**config.mk**
```make
export PLATFORM = sky130hd
export DESIGN_NAME = mp_adder_seq
export DESIGN_NICKNAME = d
export VERILOG_FILES = /design/src/rtl/mp_adder_seq.sv
export SDC_FILE = /design/constraint.sdc
export NUM_CORES = 1
export LEC_CHECK = 0
export BUFFER_PORTS_ARGS = -buffer_cell sky130_fd_sc_hd__buf_2
export CORE_UTILIZATION = 50
export DETAILED_ROUTE_END_ITERATION = 6
export HOLD_SLACK_MARGIN = 0.02
export PLACE_DENSITY = 0.74
export SLEW_MARGIN = 20
export SYNTH_ARGS = -nofsm -noshare
export SYNTH_HDL_FRONTEND = slang
export SYNTH_SLANG_ARGS = --single-unit
```
**constraint.sdc**
```tcl
create_clock -name clk -period 7.95 [get_ports clk]
set_input_delay 1.1925 -clock clk [delete_from_list [all_inputs] [get_ports clk]]
set_output_delay 1.1925 -clock clk [all_outputs]
set_load 0.02 [all_outputs]
```
**src/rtl/mp_adder_seq.sv**
```systemverilog
`default_nettype none
// ============================================================================
//  Module      : mp_adder_seq
//  Description : Multi-precision add sequencer. Adds two N*K-bit operands
//                with a single N-bit add slice, one chunk per clock, least
//                significant chunk first. The inter-chunk carry is held in a
//                register. Start/busy/done handshake toward the issuer.
//
//  Parameters  : N  chunk width in bits (>= 1)
//                K  number of chunks (>= 1); operand width W = N*K
//
//  Ports       : clk    system clock, rising edge
//                rst    synchronous reset, active-high
//                start  job request, sampled only in IDLE
//                sub    (MP_ADDER_SUB_MODE_EN only) 1 = compute a - b
//                a, b   operands, captured on the accepting edge
//                busy   high while chunks are being processed
//                done   one-cycle pulse when sum/cout are valid
//                sum    result, low W bits
//                cout   carry out of the most significant chunk
//                       (in subtract mode: 1 = no borrow, a >= b)
//
//  Options     : `define MP_ADDER_SUB_MODE_EN adds the sub input and
//                subtraction (a + ~b + 1). Default build is add only.
//
//  Revision    : 1.0  initial release
// ============================================================================
module mp_adder_seq #(
    parameter int N = 4,
    parameter int K = 4
) (
    input  wire logic           clk,
    input  wire logic           rst,
    input  wire logic           start,
`ifdef MP_ADDER_SUB_MODE_EN
    input  wire logic           sub,
`endif
    input  wire logic [N*K-1:0] a,
    input  wire logic [N*K-1:0] b,
    output logic                busy,
    output logic                done,
    output logic [N*K-1:0]      sum,
    output logic                cout
);

    localparam int c_W     = N * K;
    localparam int c_IDX_W = (K > 1) ? $clog2(K) : 1;
    localparam logic [c_IDX_W-1:0] c_IDX_LAST = c_IDX_W'(K - 1);

    typedef enum logic [1:0] {
        IDLE = 2'd0,
        RUN  = 2'd1,
        DONE = 2'd2
    } state_t;

    state_t               r_state;
    logic [c_W-1:0]       r_a;
    logic [c_W-1:0]       r_b;
    logic [c_IDX_W-1:0]   r_idx;
    logic                 r_carry;
`ifdef MP_ADDER_SUB_MODE_EN
    logic                 r_sub;
`endif

    logic [N-1:0]         w_a_chunk;
    logic [N-1:0]         w_b_chunk;
    logic [N:0]           w_slice;
    logic                 w_carry_init;

    // Operand chunk currently addressed by the index counter.
    assign w_a_chunk = r_a[r_idx*N +: N];

`ifdef MP_ADDER_SUB_MODE_EN
    // Subtraction is a + ~b + 1: invert every b chunk, seed the carry with 1.
    assign w_b_chunk    = r_sub ? ~r_b[r_idx*N +: N] : r_b[r_idx*N +: N];
    assign w_carry_init = sub;
`else
    assign w_b_chunk    = r_b[r_idx*N +: N];
    assign w_carry_init = 1'b0;
`endif

    // The single N-bit add slice, widened by one bit to expose the carry.
    assign w_slice = {1'b0, w_a_chunk} + {1'b0, w_b_chunk} + {{N{1'b0}}, r_carry};

    always_ff @(posedge clk) begin
        if (rst) begin
            r_state <= IDLE;
            r_a     <= '0;
            r_b     <= '0;
            r_idx   <= '0;
            r_carry <= 1'b0;
`ifdef MP_ADDER_SUB_MODE_EN
            r_sub   <= 1'b0;
`endif
            busy    <= 1'b0;
            done    <= 1'b0;
            sum     <= '0;
            cout    <= 1'b0;
        end else begin
            case (r_state)
                IDLE: begin
                    done <= 1'b0;
                    if (start) begin
                        r_a     <= a;
                        r_b     <= b;
`ifdef MP_ADDER_SUB_MODE_EN
                        r_sub   <= sub;
`endif
                        r_idx   <= '0;
                        r_carry <= w_carry_init;
                        sum     <= '0;
                        cout    <= 1'b0;
                        busy    <= 1'b1;
                        r_state <= RUN;
                    end
                end

                RUN: begin
                    sum[r_idx*N +: N] <= w_slice[N-1:0];
                    r_carry           <= w_slice[N];
                    if (r_idx == c_IDX_LAST) begin
                        cout    <= w_slice[N];
                        busy    <= 1'b0;
                        done    <= 1'b1;
                        r_state <= DONE;
                    end else begin
                        r_idx <= r_idx + c_IDX_W'(1);
                    end
                end

                DONE: begin
                    // start is deliberately ignored here; the next job can
                    // only be accepted from IDLE.
                    done    <= 1'b0;
                    r_state <= IDLE;
                end

                default: begin
                    busy    <= 1'b0;
                    done    <= 1'b0;
                    r_state <= IDLE;
                end
            endcase
        end
    end

endmodule
`default_nettype wire

```
; ---- Yosys cells after proc, flatten, opt, wreduce, memory -nomap -nowiden
; Index checks and enable logic that the tools add are counted.
[word_totals]
in_bits = 35
word_cells = 50
register_bits = 56
[classes]
mux = 16
n_reduce_logical = 9
n_addsub = 4
shift = 4
eq_ne = 6
bitwise = 2
[ops]
columns = op, count
row1 = negation 4 -> 34 bit, 1
row2 = variable shift 4 x 34 -> 16 bit (first input constant), 1
row3 = indexed part select 4 x 34 -> 16 bit, 1
row4 = case mux 16 bit (2 select lines), 1
row5 = indexed part select 16 x 5 -> 4 bit, 2
row6 = bitwise mux 16 bit, 1
row7 = 2-to-1 mux 16 bit, 1
row8 = AND reduction 3 bit, 3
row9 = 2-to-1 mux 2 bit, 4
row10 = case mux 2 bit (2 select lines), 2
row11 = != test 2 bit (second input constant), 3
row12 = AND reduction 2 bit, 3
row13 = adder 4 x 4 -> 5 bit, 1
row14 = adder 5 x 1 -> 5 bit, 1
row15 = == test 2 bit (second input constant), 2
row16 = 2-to-1 mux 1 bit, 4
row17 = case mux 1 bit (2 select lines), 2
row18 = case mux 1 bit (3 select lines), 1
row19 = adder 2 x 1 -> 2 bit (second input constant), 1
row20 = == test 2 x 1 -> 1 bit (second input constant), 1
row21 = logical NOT 2 bit, 1
row22 = inverter 1 bit, 2
row23 = nonzero test 2 bit, 1
row24 = OR reduction 2 bit, 1

; ---- Longest topological paths before layout
[depth]
word_depth = 6
depth_mapped = 9

; ---- Least setup slack after synthesis
; Ideal clock, no wire load.
[synth_timing]
kind = reg2reg
startpoint = register r_idx[0]
endpoint = register sum[6]
path_buffers = 2
setup_ns = 0.065
t_arrival_ns = 2.630
stages_incl_launch_ff = 10
slack_ns = 5.255
path_cell_list = dfxtp_1 -> buf_2 -> buf_6 -> mux4_2 -> fa_1 -> fa_1 -> xor2_1 -> nand4_1 -> a2bb2oi_1 -> nor2_1
[synth_via]
elab_chain_cells = 6
[synth_rtl]
columns = element, line
row1 = from (decl), 59  ; logic [c_IDX_W-1:0] r_idx;
row2 = from (signal assigned), 127  ; r_idx <= r_idx + c_IDX_W'(1);
row3 = indexed part select 16 x 5 -> 4 bit (on tied branches), "71, 78"
row4 = adder 4 x 4 -> 5 bit, 83  ; assign w_slice = {1'b0, w_a_chunk} + {1'b0, w_b_chunk} + {{N{1'b0}}, r_carry};
row5 = adder 5 x 1 -> 5 bit, 83
row6 = indexed part select 4 x 34 -> 16 bit, 119  ; sum[r_idx*N +: N] <= w_slice[N-1:0];
row7 = bitwise mux 16 bit *, 119
row8 = case mux 16 bit (2 select lines) *, 100  ; case (r_state)
row9 = "to (signal, indexed assignment)", 119
row10 = to (decl), 42  ; output logic [N*K-1:0] sum,
; Mark *: on every way between the ends. The rest lies on a longest branch, timed or not.
; A chain may end at the register's enable or synchronous reset.

; ---- Worst setup path in the final report
; Same ends and word-level chain as after synthesis.

==> reports/metrics.csv <==
stage,metric,value,unit
finish,fin nets,354,
pwr,clock share of power,0.302,
sta,Final period util,0.406,
logic_synthesis,"Seq/Total Area, Yosys",0.452,
sta,min Tclk post-route,3.23,ns
floorplan,IO Pins,54,
setup_path,reg2reg path depth,7,
min_path,hold depth,2,
floorplan,die area,5250,µm²
sta,hold_ws,0.457,ns
run,max cap viols,0,
clock_network,clk_lat worst skew,0.31,ns
clock_network,Setup Buffers After CTS,0,
setup_path,CP Capture Type,flop,
setup_path,crit start category,flop,
min_path,hold crit path type,flop to flop,
pwr,combinational share of power,0.135,
route,antenna-violating nets left,0,
sta,Setup TNS Final,0,ns
min_path,hold_sp,r_b[14],
route,via density per instance,5.20,
setup_path,worst reg2reg path startpoint,r_idx[0],
floorplan,Placement Rows,25,
setup_path,crit-path leading delay family,flip-flops,
sta,Worst Tran Pin Value,0.949,ns
sta,pins over their slew limit,0,
setup_path,crit path from,r_idx[0],
finish,n_diodes,0,
setup_path,Worst R2R Setup Slack,4.72,ns
sta,Clock Skews,0.00310,ns
setup_path,CP cell instances,mux4_2 -> fa_1 -> fa_1 -> xor2_1 -> nand4_1 -> a2bb2oi_1 -> nor2_1,
logic_synthesis,Synth cell types,42,
clock_network,CTS Sinks,56,
logic_synthesis,Post-Syn Area,2480,µm²
clock_network,TritonCTS clock tree,done,
floorplan,Core ar.,4750,µm²
floorplan,Die Wd,72.4,µm
route,# DRC,0,
global_routing,largest net degree at the start of global routing,54,
clock_network,clock slew at reported path FFs,0.09,ns
global_routing,GRT overflow,0,
setup_path,capturing point of the worst reg2reg path,sum[6],
clock_network,CTS resizes,0,
pwr,Reg power frac,0.563,
pwr,Sw Ratio,0.253,
run_status,status,completed,
pwr,Leak,0.00120,µW
placed_design,Port Buffers,53,
setup_path,CP Class,flop to flop,
placed_design,Final HPWL DP,3.38,mm
global_routing,vias in the first global route,1716,
sta,final setup fails,0,
logic_synthesis,count of warnings emitted by yosys,0,
route,vias post-DR,1959,
pwr,pwr/cell area,190,nW/µm²
global_routing,initial antenna violation count,0,
clock_network,H-tree levels,2,
sta,"Hold Vio Cnt, Final",0,
pwr,switching power,136,µW
sta,slew margin rel.,0.367,
floorplan,Die Y,72.4,µm
route,first-pass detailed-route iteration total,4,
pwr,VDD IR max,0.0986,mV
finish,Layout Area Growth over Synthesis,13.8,%
clock_network,quantity of hold-fixing buffers added after cts,0,
logic_synthesis,Mean Syn Cell Area,9.25,µm²
clock_network,Clock Tree Buf Depth,2,
logic_synthesis,Post-Synthesis Cells,268,
finish,layout cells sized above 1,0.248,
setup_path,critical path data arrival time,3.47,ns
logic_synthesis,number of synthesized register bits,56,
global_routing,Total Routing Usage GR,0.202,
sta,Achievable Freq,310,MHz
min_path,hold path endpoint,r_b[14],
placed_design,RD Place Congestion,0.772,
pwr,cell internal pwr,402,µW
setup_path,max incr delay on CP,0.95,ns
setup_path,Buf/Inv on CP,0,
floorplan,Starting Density,0.522,
logic_synthesis,Post-synth EDFFs,0,
setup_path,WP data required,8.20,ns
route,wire length per cell,12.9,µm
route,Iteration-0 DRC Markers,89,
logic_synthesis,Synth Flop Type,dfxtp_1,
setup_path,CP most frequent cell,fa_1,
sta,unrepaired setup endpoints after global routing,no,
logic_synthesis,post-synthesis async set-or-reset flop share,0,
clock_network,Root Buffer,clkbuf_8,
global_routing,first-pass GRT wire length,8.10,mm
setup_path,crit-path max FO,18,
setup_path,Crit-path slowest cell,dfxtp_1,
route,final WL,4.86,mm
logic_synthesis,Mapped Nets,312,
clock_network,CTS buffer count,5,
==> cell usage after synthesis (3+ instances only) <==
cell / count / area, µm²
nor2_1: 20 / 75.1
a22o_1: 3 / 26.3
a21oi_1: 33 / 165
buf_4: 4 / 30.0
buf_2: 5 / 25.0
ha_1: 7 / 87.6
a22oi_1: 11 / 82.6
dfxtp_1: 56 / 1120
clkbuf_1: 7 / 26.3
nand2_1: 71 / 267
a21o_1: 5 / 37.5
buf_6: 3 / 33.8
mux4_2: 8 / 180
a32oi_1: 3 / 26.3
==> worst min-delay path: stages (launching register included) <==
cell and delay, ns:
dfxtp_1 0.32, nand2_1 0.05, a21oi_1 0.05
==> layout by cell type, fill, tap and decap left out, types with 3 or more instances in the layout <==
cell	netlist	layout
mux4_2	8	8
a32oi_1	3	3
ha_1	7	7
nand2_1	71	71
buf_2	5	53
clkbuf_8	0	7
a22o_1	3	3
nor2_1	20	20
a21o_1	5	5
dfxtp_1	56	56
a21oi_1	33	33
a22oi_1	11	11
==> kinds of logic (layout without fill, tap and decap cells) <==
logic type	Yosys count	in the layout	synth area share
simple gates	108	108	0.203
xor+xnor	1	1	0.00353
flops	56	56	0.452
compound gates	64	64	0.164
fa+ha+maj	9	9	0.0515
mux	9	9	0.0767
buf+inv	21	63	0.0494
==> final cells by class <==
class,instances,area [µm²]
Multi-Input combinational cell,191,1240
Tap cell,67,83.8
Timing Repair Buffer,54,273
Fill cell,475,1930
Clock buffer,7,96.3
Inverter,2,7.51
Sequential cell,56,1120
==> routing by layer <==
layer / part of all wire / vias to the layer above / wire [µm] / track usage
li1: - / 1005 / - / -
met3: 0.051 / 6 / 247 / 0.0472
met2: 0.47 / 47 / 2300 / 0.321
met5: 0 / - / 0 / 0
met4: 0.014 / 0 / 67 / 0.0654
met1: 0.46 / 901 / 2240 / 0.273
==> state kept, by name, summed over array words and instances, names as in the netlist <==
name     flops
sum         16
cout         1
r_b         16
busy         1
r_state      2
r_idx        2
r_carry      1
done         1
r_a         16
==> through the flow <==
| stage | worst slack [ns] | utilization | std cells | cell area (µm²) | power (µW) |
|---|---|---|---|---|---|
| 2_1_floorplan | 5.26 | - | 268 | 2480 | 363 |
| 3_3_place_gp | 4.80 | 0.572 | 370 | 2720 | 380 |
| 3_5_place_dp | 4.70 | 0.572 | 370 | 2720 | 382 |
| 4_1_cts | 4.68 | 0.593 | 377 | 2820 | 543 |
| 5_1_grt | 4.46 | 0.594 | 377 | 2820 | 565 |
| 6_report | 4.72 | 0.594 | 377 | 2820 | 538 |
==> power groups by stage <==
stage | clock network, µW | logic, µW | registers (µW)
CTS | 167 | 72.9 | 303
detailed placement | 0 | 72.4 | 310
floorplan | 0 | 58.4 | 305
global route | 178 | 81.4 | 305
finish | 163 | 72.3 | 303
global placement | 0 | 71.2 | 309
==> how the worst max path moves through the flow <==
stage	to	slack, ns	cells after the start
4_1_cts	sum[6]	4.68	7
6_report	sum[6]	4.72	7
3_3_place_gp	sum[6]	4.80	7
2_1_floorplan	sum[6]	5.26	9
3_5_place_dp	sum[6]	4.70	7
5_1_grt	sum[6]	4.46	7
No activity file was read; power rests on OpenSTA's default activity.
